$ cat src/rtl/addpkg.sv
// addpkg: shared types and constants for the FP adder normalize stage.
//   fp_t     : packed IEEE-754 single {sign, exponent, frac}
//   state_t  : normalize-stage FSM states
//   FP_ZERO  : +0.0
//   FP_INF   : +Inf (caller sets the sign)
//   pack_fp  : builds an fp_t from its three fields
package addpkg;

  localparam int EXP_W  = 8;
  localparam int FRAC_W = 23;
  localparam int SIG_W  = FRAC_W + 1;
  localparam int BIAS   = 127;

  localparam logic [EXP_W-1:0] EXP_ONE = EXP_W'(1);
  localparam logic [EXP_W-1:0] EXP_MAX = {EXP_W{1'b1}};

  typedef struct packed {
    logic              sign;
    logic [EXP_W-1:0]  exponent;
    logic [FRAC_W-1:0] frac;
  } fp_t;

  typedef enum logic [1:0] {
    IDLE = 2'd0,
    ADD  = 2'd1,
    NORM = 2'd2,
    DONE = 2'd3
  } state_t;

  localparam fp_t FP_ZERO = '{sign: 1'b0, exponent: {EXP_W{1'b0}}, frac: {FRAC_W{1'b0}}};
  localparam fp_t FP_INF  = '{sign: 1'b0, exponent: {EXP_W{1'b1}}, frac: {FRAC_W{1'b0}}};

  function automatic fp_t pack_fp(input logic              s,
                                  input logic [EXP_W-1:0]  e,
                                  input logic [FRAC_W-1:0] f);
    fp_t r;
    r.sign     = s;
    r.exponent = e;
    r.frac     = f;
    return r;
  endfunction

endpackage

$ cat src/rtl/fp_add_normalize_lzc24.sv
// lzc24: 24-bit leading-zero counter used by the single-cycle normalize
// option (built only when FP_FAST_NORM_EN is defined).
//   in_i  [23:0] : value to scan
//   cnt_o [4:0]  : number of leading zeros (24 when in_i is zero)
`ifdef FP_FAST_NORM_EN
module lzc24 (
  input  logic [23:0] in_i,
  output logic [4:0]  cnt_o
);

  // Scan LSB to MSB so the highest set bit has the last word.
  always_comb begin
    cnt_o = 5'd24;
    for (int i = 0; i < 24; i++) begin
      cnt_o = in_i[i] ? 5'(23 - i) : cnt_o;
    end
  end

endmodule
`endif

$ cat src/rtl/fp_add_normalize.sv
// fp_add_normalize: post-alignment add/subtract, normalize and pack stage of
// the FP adder. Truncating (no rounding), one operation in flight.
// Ports:
//   clk, rst            : clock, synchronous active-high reset
//   in_valid / in_ready : operand handshake (ready only in IDLE)
//   a                   : op A packed (larger exponent)
//   b_sign, b_sig       : aligned op B sign and 24-bit significand (hidden bit explicit)
//   out_valid/out_ready : result handshake, result held until accepted
//   result              : packed sum
// Configuration macro: FP_FAST_NORM_EN selects a single-cycle LZC-based
// normalize; otherwise normalize shifts one bit per cycle. Results match.
module fp_add_normalize
  import addpkg::*;
(
  input  logic             clk,
  input  logic             rst,
  input  logic             in_valid,
  output logic             in_ready,
  input  fp_t              a,
  input  logic             b_sign,
  input  logic [SIG_W-1:0] b_sig,
  output logic             out_valid,
  input  logic             out_ready,
  output fp_t              result
);

  state_t           state_q, state_d;
  logic             sign_a_q, sign_a_d;
  logic             sign_b_q, sign_b_d;
  logic             sign_q, sign_d;
  logic [EXP_W-1:0] exp_q, exp_d;
  logic [SIG_W-1:0] ma_q, ma_d;
  logic [SIG_W-1:0] mb_q, mb_d;
  logic [SIG_W-1:0] sum_q, sum_d;
  fp_t              result_q, result_d;
  logic             out_valid_q, out_valid_d;
  logic             in_ready_q, in_ready_d;

  logic [SIG_W:0]   add_s;
  logic             add_sign_s;
  logic [SIG_W-1:0] norm_sum_s;
  logic [EXP_W-1:0] norm_exp_s;
  logic             norm_done_s;

  // Signed-magnitude add: on unlike signs the larger magnitude supplies the sign.
  always_comb begin
    add_s      = {(SIG_W+1){1'b0}};
    add_sign_s = sign_a_q;
    if (sign_a_q == sign_b_q) begin
      add_s      = {1'b0, ma_q} + {1'b0, mb_q};
      add_sign_s = sign_a_q;
    end else if (ma_q >= mb_q) begin
      add_s      = {1'b0, ma_q - mb_q};
      add_sign_s = sign_a_q;
    end else begin
      add_s      = {1'b0, mb_q - ma_q};
      add_sign_s = sign_b_q;
    end
  end

`ifdef FP_FAST_NORM_EN
  logic [4:0]       lzc_s;
  logic [EXP_W-1:0] lzc_ext_s;
  logic [EXP_W-1:0] room_s;
  logic [EXP_W-1:0] shift_s;

  lzc24 u_lzc (
    .in_i  (sum_q),
    .cnt_o (lzc_s)
  );

  // Whole normalize in one step; the exponent cannot drop below 1, so a
  // shift limited by it leaves a denormal significand.
  always_comb begin
    lzc_ext_s   = EXP_W'(lzc_s);
    room_s      = exp_q - EXP_ONE;
    shift_s     = (lzc_ext_s < room_s) ? lzc_ext_s : room_s;
    norm_sum_s  = sum_q << shift_s;
    norm_exp_s  = exp_q - shift_s;
    norm_done_s = 1'b1;
  end
`else
  // One bit per cycle; stop once the leading one reaches bit 23 or e hits 1.
  always_comb begin
    norm_sum_s  = {sum_q[SIG_W-2:0], 1'b0};
    norm_exp_s  = exp_q - EXP_ONE;
    norm_done_s = norm_sum_s[FRAC_W] | (norm_exp_s == EXP_ONE);
  end
`endif

  // Next-state, datapath and registered-output decode.
  always_comb begin
    state_d  = state_q;
    sign_a_d = sign_a_q;
    sign_b_d = sign_b_q;
    sign_d   = sign_q;
    exp_d    = exp_q;
    ma_d     = ma_q;
    mb_d     = mb_q;
    sum_d    = sum_q;
    result_d = result_q;

    case (state_q)
      IDLE: begin
        if (in_valid) begin
          sign_a_d = a.sign;
          // A zero exponent field is a denormal: scale as e=1, hidden bit 0.
          exp_d    = (a.exponent == {EXP_W{1'b0}}) ? EXP_ONE : a.exponent;
          ma_d     = {(a.exponent != {EXP_W{1'b0}}), a.frac};
          sign_b_d = b_sign;
          mb_d     = b_sig;
          state_d  = ADD;
        end else begin
          state_d  = IDLE;
        end
      end
      ADD: begin
        sign_d = add_sign_s;
        if (add_s == {(SIG_W+1){1'b0}}) begin
          result_d = FP_ZERO;
          state_d  = DONE;
        end else if (add_s[SIG_W]) begin
          // Carry out: one right shift; exponent overflow saturates to Inf.
          if (exp_q == (EXP_MAX - EXP_ONE)) begin
            result_d      = FP_INF;
            result_d.sign = add_sign_s;
          end else begin
            result_d = pack_fp(add_sign_s, exp_q + EXP_ONE, add_s[FRAC_W:1]);
          end
          state_d = DONE;
        end else if (add_s[FRAC_W]) begin
          result_d = pack_fp(add_sign_s, exp_q, add_s[FRAC_W-1:0]);
          state_d  = DONE;
        end else if (exp_q == EXP_ONE) begin
          // Already at the minimum exponent: no room to shift, result is denormal.
          result_d = pack_fp(add_sign_s, {EXP_W{1'b0}}, add_s[FRAC_W-1:0]);
          state_d  = DONE;
        end else begin
          sum_d   = add_s[SIG_W-1:0];
          state_d = NORM;
        end
      end
      NORM: begin
        sum_d = norm_sum_s;
        exp_d = norm_exp_s;
        if (norm_done_s) begin
          result_d = pack_fp(sign_q,
                             norm_sum_s[FRAC_W] ? norm_exp_s : {EXP_W{1'b0}},
                             norm_sum_s[FRAC_W-1:0]);
          state_d  = DONE;
        end else begin
          state_d  = NORM;
        end
      end
      DONE: begin
        if (out_ready) begin
          state_d = IDLE;
        end else begin
          state_d = DONE;
        end
      end
      default: begin
        state_d = IDLE;
      end
    endcase

    out_valid_d = (state_d == DONE);
    in_ready_d  = (state_d == IDLE);
  end

  // State and datapath registers with synchronous reset.
  always_ff @(posedge clk) begin
    if (rst) begin
      state_q     <= IDLE;
      sign_a_q    <= 1'b0;
      sign_b_q    <= 1'b0;
      sign_q      <= 1'b0;
      exp_q       <= {EXP_W{1'b0}};
      ma_q        <= {SIG_W{1'b0}};
      mb_q        <= {SIG_W{1'b0}};
      sum_q       <= {SIG_W{1'b0}};
      result_q    <= FP_ZERO;
      out_valid_q <= 1'b0;
      in_ready_q  <= 1'b1;
    end else begin
      state_q     <= state_d;
      sign_a_q    <= sign_a_d;
      sign_b_q    <= sign_b_d;
      sign_q      <= sign_d;
      exp_q       <= exp_d;
      ma_q        <= ma_d;
      mb_q        <= mb_d;
      sum_q       <= sum_d;
      result_q    <= result_d;
      out_valid_q <= out_valid_d;
      in_ready_q  <= in_ready_d;
    end
  end

  assign in_ready  = in_ready_q;
  assign out_valid = out_valid_q;
  assign result    = result_q;

endmodule

$ cat config.mk
export PLATFORM = sky130hd
export DESIGN_NAME = fp_add_normalize
export DESIGN_NICKNAME = d
export VERILOG_FILES = /design/src/rtl/addpkg.sv /design/src/rtl/fp_add_normalize_lzc24.sv /design/src/rtl/fp_add_normalize.sv
export SDC_FILE = /design/constraint.sdc
export NUM_CORES = 1
export LEC_CHECK = 0
export CAP_MARGIN = 40
export CORE_UTILIZATION = 60
export CTS_BUF_LIST = sky130_fd_sc_hd__clkbuf_4
export CTS_CLUSTER_SIZE = 28
export DETAILED_ROUTE_END_ITERATION = 10
export PLACE_DENSITY = 0.87
export SLEW_MARGIN = 10
export SYNTH_ARGS = -nofsm -noshare
export SYNTH_HDL_FRONTEND = slang
export SYNTH_HIERARCHICAL = 1
export SYNTH_SLANG_ARGS = --single-unit
$ cat constraint.sdc
create_clock -name clk -period 5.65 [get_ports clk]
set_clock_uncertainty 0.05 [all_clocks]
set_input_delay 0.565 -clock clk [delete_from_list [all_inputs] [get_ports clk]]
set_output_delay 0.565 -clock clk [all_outputs]
set_load 0.1 [all_outputs]
* After elaboration in Yosys (flattened, before gate mapping)
Index checks and enable logic that the tools add are counted.
** Word-level totals
- Register bits after elaboration :: 118
- Latch bits :: 0
- Bits in writable memories :: 0
- Memory bits (read-only) :: 0
- Bits of input ports :: 61
- Output and inout bits :: 34
- Word-level logic and storage cells :: 74
- Memories kept :: 0
** Cells by class
- Add/sub/neg operators :: 5
- Multiply operators :: 0
- Divide/modulo/power cells :: 0
- $lt $le $gt $ge :: 1
- Equal/unequal tests :: 15
- Shift-type cells :: 0
- Muxes and demuxes :: 28
- Bitwise gates (word level) :: 1
- Reductions and logical operators :: 11
** Operator list (count)
- 32-bit two-way mux :: 5
- 23-bit two-way mux :: 4
- 32-bit one-hot mux with 2 select lines :: 1
- 24-bit subtractor :: 2
- 23-bit one-hot mux with 2 select lines :: 1
- 31-bit two-way mux :: 1
- 24-bit by 24-bit adder with 25-bit output :: 1
- 25-bit logical NOT :: 1
- 25-bit two-way mux :: 1
- 24-bit >= comparator :: 1
- 24-bit two-way mux :: 1
- 8-bit two-way mux :: 3
- 8-bit by 1-bit equality test with 1-bit output, second input constant :: 2
- 8-bit one-hot mux with 2 select lines :: 1
- 2-bit != test, second input constant :: 6
- 8-bit by 1-bit adder with 8-bit output, second input constant :: 1
- 8-bit equality test, second input constant :: 1
- 8-bit logical NOT :: 1
- 1-bit two-way mux :: 8
- 2-bit one-hot mux with 4 select lines :: 1
- 8-bit nonzero test :: 1
- 8-bit by 1-bit subtractor with 8-bit output, second input constant :: 1
- 2-bit equality test, second input constant :: 3
- 5-bit != test, second input constant :: 1
- 9 further kinds :: 12

* Logic depth before layout (Yosys ltp)
Gate-level depths: netlist of run 1.
- Depth in word-level cells :: 8
- Depth in mapped cells :: 19
- Mapped depth without buffers :: 16

* Least setup slack after synthesis of run 1
OpenSTA, ideal clock, no wires.
- Path kind :: register to register
- Start point :: register ma_q[1]
- End point :: register result_q (netlist bit result[11])
- Setup time :: 0.086 ns
- Arrival time :: 3.978 ns
- Required time :: 5.514 ns
- Path slack :: 1.535 ns
- Stages on the path, launching flop included :: 17
- Path buffers :: 2
- Clock period less this slack :: 4.115 ns
- Path through :: dfxtp_1 inv_1 fa_1 a21o_1 a221o_1 a221oi_4 nor3_1 or4_1 a31oi_1 xnor2_1 nor3b_2 and4bb_4 a21bo_4 and2_1 buf_4 buf_6 a221oi_2
** Between the ends
- Longest elaborated chain between the ends :: 8
- Elaborated cells between the ends (all ways) :: 15
- Classes of those cells :: 3 x add/sub; 1 x order compare; 1 x eq/ne; 8 x mux; 2 x reduce/logical
** Ends and longest elaborated chain
- start: declaration :: RTL line fp_add_normalize.sv:32 : logic [SIG_W-1:0] ma_q, ma_d;
- start signal: assignment :: RTL line fp_add_normalize.sv:179 : ma_q <= {SIG_W{1'b0}};
- start signal: assignment :: RTL line fp_add_normalize.sv:191 : ma_q <= ma_d;
- 24-bit subtractor (tied with other cells) :: RTL line fp_add_normalize.sv:56 : add_s = {1'b0, mb_q - ma_q};
- 24-bit two-way mux :: RTL line fp_add_normalize.sv:52 : end else if (ma_q >= mb_q) begin
- 25-bit two-way mux (*) :: RTL line fp_add_normalize.sv:49 : if (sign_a_q == sign_b_q) begin
- 32-bit two-way mux :: RTL line fp_add_normalize.sv:134 : end else if (exp_q == EXP_ONE) begin
- 32-bit two-way mux :: RTL line fp_add_normalize.sv:131 : end else if (add_s[FRAC_W]) begin
- 32-bit two-way mux :: RTL line fp_add_normalize.sv:122 : end else if (add_s[SIG_W]) begin
- 32-bit two-way mux :: RTL line fp_add_normalize.sv:119 : if (add_s == {(SIG_W+1){1'b0}}) begin
- 32-bit one-hot mux with 2 select lines :: RTL line fp_add_normalize.sv:103 : case (state_q)
- end signal: assignment :: RTL line fp_add_normalize.sv:194 : result_q <= result_d;
- end: declaration :: RTL line fp_add_normalize.sv:35 : fp_t result_q, result_d;
Mark *: on every way between the ends. The rest lies on a longest branch, timed or not. The select of a mux whose other input is x is not followed.
A chain may end at the register's enable or synchronous reset.

* Worst setup path in the final report of run 1
- Start point :: register ma_q[19]
- End point :: register result_q (netlist bit result[15])
** Between the ends
- Longest elaborated chain between the ends :: 8
- Elaborated cells between the ends (all ways) :: 15
- Classes of those cells :: 3 x add/sub; 1 x order compare; 1 x eq/ne; 8 x mux; 2 x reduce/logical
** Ends and longest elaborated chain (RTL line)
- 24-bit >= comparator :: fp_add_normalize.sv:52
- 24-bit two-way mux :: fp_add_normalize.sv:52
- 25-bit two-way mux (*) :: fp_add_normalize.sv:49
- 32-bit two-way mux :: fp_add_normalize.sv:134
- 32-bit two-way mux :: fp_add_normalize.sv:131
- 32-bit two-way mux :: fp_add_normalize.sv:122
- 32-bit two-way mux :: fp_add_normalize.sv:119
- 32-bit one-hot mux with 2 select lines :: fp_add_normalize.sv:103
Marked as above.

==> results.md, run 1 <==
* Syn Inst Count at about 1300
* Required @ worst endpoint at slightly above 6000 ps
* Worst vdd ir at approximately 0.34 mV
* Cell variety after synth at 91
* Routed Antenna Nets at 0
* Gpl congestion at slightly above 1
* Post-synth EDFFs at 0
* Core area at 0.0160 mm2
* Max Buffers Root-to-Sink at 2
* DR WL/cell at 20.2 um
* First-pass GRT wire length at 52.1 mm
* CTS root buf: clkbuf_4
* Remaining DRCs at 0
* Achievable clock frequency at approximately 0.19 GHz
* Area Growth Syn to Fin at 19.2%
* Detailed Place HPWL at 24.3 mm
* Nets@finish at 1559
* Status: finished, final reports clean
* TritonCTS clock tree: done
* Worst R2R Setup Slack at between 400 and 500 ps
* Seq/Total Area, Yosys at 0.238
* Initial Utilization at 0.619
* Initial antenna violation count at 1
* Mapped Nets at 1481
* H-tree depth at 4
* Synth Cell Area at 0.00991 mm2
* Clk pin slew, worst setup/hold paths at 120 ps
* Most common cell after layout, fill and taps aside: nand2_1
* Final Cycle Share at 0.914
* Worst setup EP type: flop
* PwrDens at 470 mW/mm2
* Die Wd at ~130 um
* 1st-pass router iterations at 6
* Crit Path Category: flop to flop
* # setup viols final at 0
* Startpoint Class: flop
* Grt total ovfl at 0
* Number of max-cap violations at 0
* Sink Count at 118
* Min Hold Slack at approximately 340 ps
* Ys async rst share at 0
* Pleak at ~0.0046 uW
* Mapped Avg Cell Area at 7.41 um2
* Layout cell share with drive strength beyond 1 at 0.0939
* PostCTS Resize Cnt at 0
* Tmin final at 5160 ps
* Worst-Skew Late Latency at 600 ps
* Layout Utilization at 0.738
* Crit path DAT at 5600 ps
* Die Ht at 130 um
* Total wire length at 33.2 mm
* Hold Path Class: primary input to flop
* Pin count of the biggest net entering global routing at 61
* Post-CTS Setup Bufs at 0
* Setup_tns at 0 ps
* Gr usage total at 0.392
* Vias in the first global route at roughly 10000
* Ys flop type: dfxtp_1
* TritonCTS Buffers at 17
* Rel. slew slack at 0.382
* Full die area at 0.0170 mm2
* Worst-Margin Slew at 927 ps
* Final hold vios at 0
* First DRT Iteration DRCs at ~1700
* Critical-path maximum fanout at 14
* Seq cells post-synth at about 120
* Final max-slew violation count at 0
* Warnings, synthesis at 6
* Post-CTS Hold Buffers at 0
* Port buffer count at 94
* Cell Rows at 46
* Highest-count cells in the layout ignoring fill and taps: 181 x nand2_1, 164 x a21oi_1, 118 x dfxtp_1
* IO Count at 95
* RSZ-0062 raised after global routing: false
* Vias/cell at 6.74
* Vias at between 10000 and 15000
-- final timing paths --
kind,startpoint,to,cells past startpoint
worst max-delay path,ma_q[19],result[15],16
worst min-delay path,rst,exp_q[5],2
worst min register to register,result[6],result[6],2
worst max register to register,ma_q[19],result[15],16
-- layout make-up --
cell class	instances	area (um2)
flip-flops and latches	118	2360
inverters	93	349
fillers	1248	4190
diodes	2	5.00
repair buffers	154	1740
clock buffers	18	135
multi-input cells	1030	6800
clock inverters	14	151
well taps	216	270
-- power by group --
group | leakage (uW) | total (uW) | switching (uW) | internal [uW]
Sequential | 0.000968 | 1200 | 177 | 1020
Clock | 0.000141 | 654 | 385 | 269
Combinational | 0.00351 | 3690 | 2390 | 1310
-- worst max-delay path, cell delays in order (launching register included) --
cell and delay, ps:
dfxtp_1 400, inv_1 60, ha_1 440, nand2_1 170, o21ai_0 260, a21oi_1 400
buf_4 290, nand2_1 200, a2111oi_0 490, a211oi_1 110, xnor2_1 460, nand3_1 190
nor4b_2 540, a21bo_4 350, buf_4 240, a21oi_1 100, a211oi_1 330
-- per-stage QoR --
stage	power (uW)	cell area, um2	instances	setup WS [ps]
2_1_floorplan	3620	9910	1336	1540
3_3_place_gp	4380	10900	1574	975
3_5_place_dp	4770	11500	1611	769
4_1_cts	5430	11800	1643	715
5_1_grt	5790	11800	1645	260
6_report	5550	11800	1645	487
-- flip-flops by register name (all words and copies together), names as in the netlist --
signal,cells
sign_a_q,1
sum_q,23
exp_q,8
sign_q,1
sign_b_q,1
state_q,2
mb_q,24
in_ready,1
ma_q,24
out_valid,1
result,32
-- cells in the mapped netlist (9+ instances only) --
master    number  area, um2
xnor2_1       24        210
nor3_1        33        165
buf_2         13       65.1
nand4_1       17        106
clkbuf_1      69        259
a211oi_1      32        240
nand3b_1      11       82.6
o21bai_1       9       67.6
a21o_1        19        143
nor2_1        77        289
a21oi_1      164        821
dfxtp_1      118       2360
nand3_1       24        120
nand2b_1      10       62.6
nor2b_1       16        100
o221ai_1      21        184
nand2_1      181        679
o21ai_0       64        320
o22ai_1       36        225
ha_1          81       1010
a221oi_2      10        150
a31oi_1       13       81.3
o211ai_1      18        135
inv_1         92        345
o311a_1       20        200
-- per-layer routing --
metal  vias to the layer above  wire (um)  part of all wire  global-route usage
li1                       5040          -                 -                   -
met1                      5063      13200              0.40               0.493
met2                       805      14700              0.44               0.613
met3                       178       3650              0.11               0.104
met4                         0       1650             0.049               0.210
met5                         -          0                 0                   0
-- logic make-up (layout without fill, tap and decap cells) --
kind of cell             Yosys count  after routing  share of synthesized area
AO/OA/AOI/OAI                    490            490                      0.340
XOR/XNOR                          28             28                     0.0248
adder cells (fa/ha/maj)           84             84                      0.108
buffers and inverters            188            279                     0.0774
flip-flops                       118            118                      0.238
multiplexers                      11             11                     0.0116
other                              0              2                          0
AND/OR/NAND/NOR                  417            417                      0.200
(Power assumes the default switching activity.)
==> run 2, diff against run 1 <==
Settings changed: CORE_UTILIZATION 60 to 35, PLACE_DENSITY 0.87 to 0.57.
==> results.md, run 2 (same netlist as run 1, synthesis figures left out) <==
* Worst vdd ir at 0.147 mV
* Cell mode on critical path: a21oi_1
* Final Cycle Share at 0.865
* Layout Utilization at 0.428
* Remaining DRCs at 0
* Post-CTS Setup Bufs at 0
* Final hold vios at 0
* Initial antenna violation count at 1
* Post-CTS Hold Buffers at 0
* CTS root buf: clkbuf_4
* Gr usage total at 0.224
* Final cell area excluding filler cells at 0.0119 mm2
* Initial Utilization at 0.357
* First DRT Iteration DRCs at ~870
* Required @ worst endpoint at 6060 ps
* Critical path, cell by cell: inv_1 -> ha_1 -> a21oi_1 -> o211ai_1 -> a41oi_2 -> a21oi_1 -> buf_4 -> nor4_1 -> o32ai_1 -> a22o_1 -> xnor2_1 -> nor4b_2 -> a21boi_2 -> buf_12 -> o221ai_1 -> o311a_1
* Pleak at 0.00457 uW
* TritonCTS Buffers at 17
* Grt total ovfl at 0
* Critical-path maximum fanout at 34
* Status: finished, final reports clean
* Routed Antenna Nets at 0
* Tmin final at 4880 ps
* Cell Rows at between 60 and 70
* PwrDens at 447 mW/mm2
* Full die area at roughly 0.029 mm2
* H-tree depth at 4
* Most common cell after layout, fill and taps aside: nand2_1
* Crit Path Category: flop to flop
* Die Ht at 170 um
* Port buffer count at 94
* Setup_tns at 0 ps
* Detailed Place HPWL at 23.9 mm
* Worst-Margin Slew at between 900 and 1000 ps
* Rel. slew slack at 0.381
* Max reg flops at 32
* Vias/cell at between 5 and 6
* Sink Count at 118
* Total power at 5310 uW
* Min Hold Slack at 352 ps
* PostCTS Resize Cnt at 0
* Crit path DAT at 5300 ps
* # setup viols final at 0
* Clk pin slew, worst setup/hold paths at 130 ps
* RSZ-0062 raised after global routing: false
* Achievable clock frequency at slightly above 0.2 GHz
* Pin count of the biggest net entering global routing at 66
* Gpl congestion at 0.960
* Placed inst area at between 0.01 and 0.015 mm2
* Nets@finish at 1557
* 1st-pass router iterations at 6
* Area Growth Syn to Fin at 20.1%
* Worst setup EP type: flop
* Worst path max stage delay at approximately 500 ps
* Hold Path Class: primary input to flop
* Final max-slew violation count at 0
* Worst-Skew Late Latency at 590 ps
* Worst path slowest cell: ha_1
* Max Buffers Root-to-Sink at 2
* Total wire length at 32.1 mm
* Layout cell share with drive strength beyond 1 at 0.0906
* Die Wd at about 170 um
* Worst R2R Setup Slack at 770 ps
* First-pass GRT wire length at 51.6 mm
* DR WL/cell at 17.8 um
* Vias in the first global route at 9628
* Startpoint Class: flop
* TritonCTS clock tree: done
* Core area at 0.0278 mm2
* IO Count at 95
* Highest-count cells in the layout ignoring fill and taps: 181 x nand2_1, 164 x a21oi_1, 118 x dfxtp_1
* Number of max-cap violations at 0
* Vias at 10300
[run 2: worst paths after layout]
check,depth (start not counted),start,end
setup / recovery,16,ma_q[13],sum_q[10]
hold / removal,2,rst,exp_q[5]
setup reg to reg,16,ma_q[13],sum_q[10]
hold reg to reg,2,result[19],result[19]
[run 2: critical path, delay by kind of cell (launching register included)]
kind / cells / cell delay (ps)
compound gates: 9 / 2290
xor+xnor: 1 / 440
fa+ha+maj: 1 / 490
buf+inv: 3 / 540
flops: 1 / 390
simple gates: 2 / 560
[run 2: layout make-up]
cell class	instances	area (um2)
Multi-Input combinational cell	1030	6800
Clock buffer	18	135
Timing Repair Buffer	152	1690
Clock inverter	13	85.1
Inverter	93	349
Antenna cell	3	7.51
Sequential cell	118	2360
Fill cell	2894	15900
Tap cell	378	473
[run 2: where the power goes]
part / total, uW / switching, uW / leakage [uW] / internal (uW)
Combinational: 3570 / 2280 / 0.00349 / 1290
Sequential: 1180 / 159 / 0.000968 / 1020
Clock: 560 / 388 / 0.000108 / 172
Total: 5310 / 2830 / 0.00457 / 2490
[run 2: routing by layer]
layer	global-route usage	share of wire
met1	0.308	0.47
met2	0.342	0.44
met3	0.0421	0.066
met4	0.0862	0.027
met5	0.0122	0
[run 2: per-stage QoR]
stage,setup slack (ps),std cells
after floorplan,1540,1336
after global placement,815,1734
after detailed placement,849,1771
after CTS,810,1802
after global routing,395,1805
final,766,1805
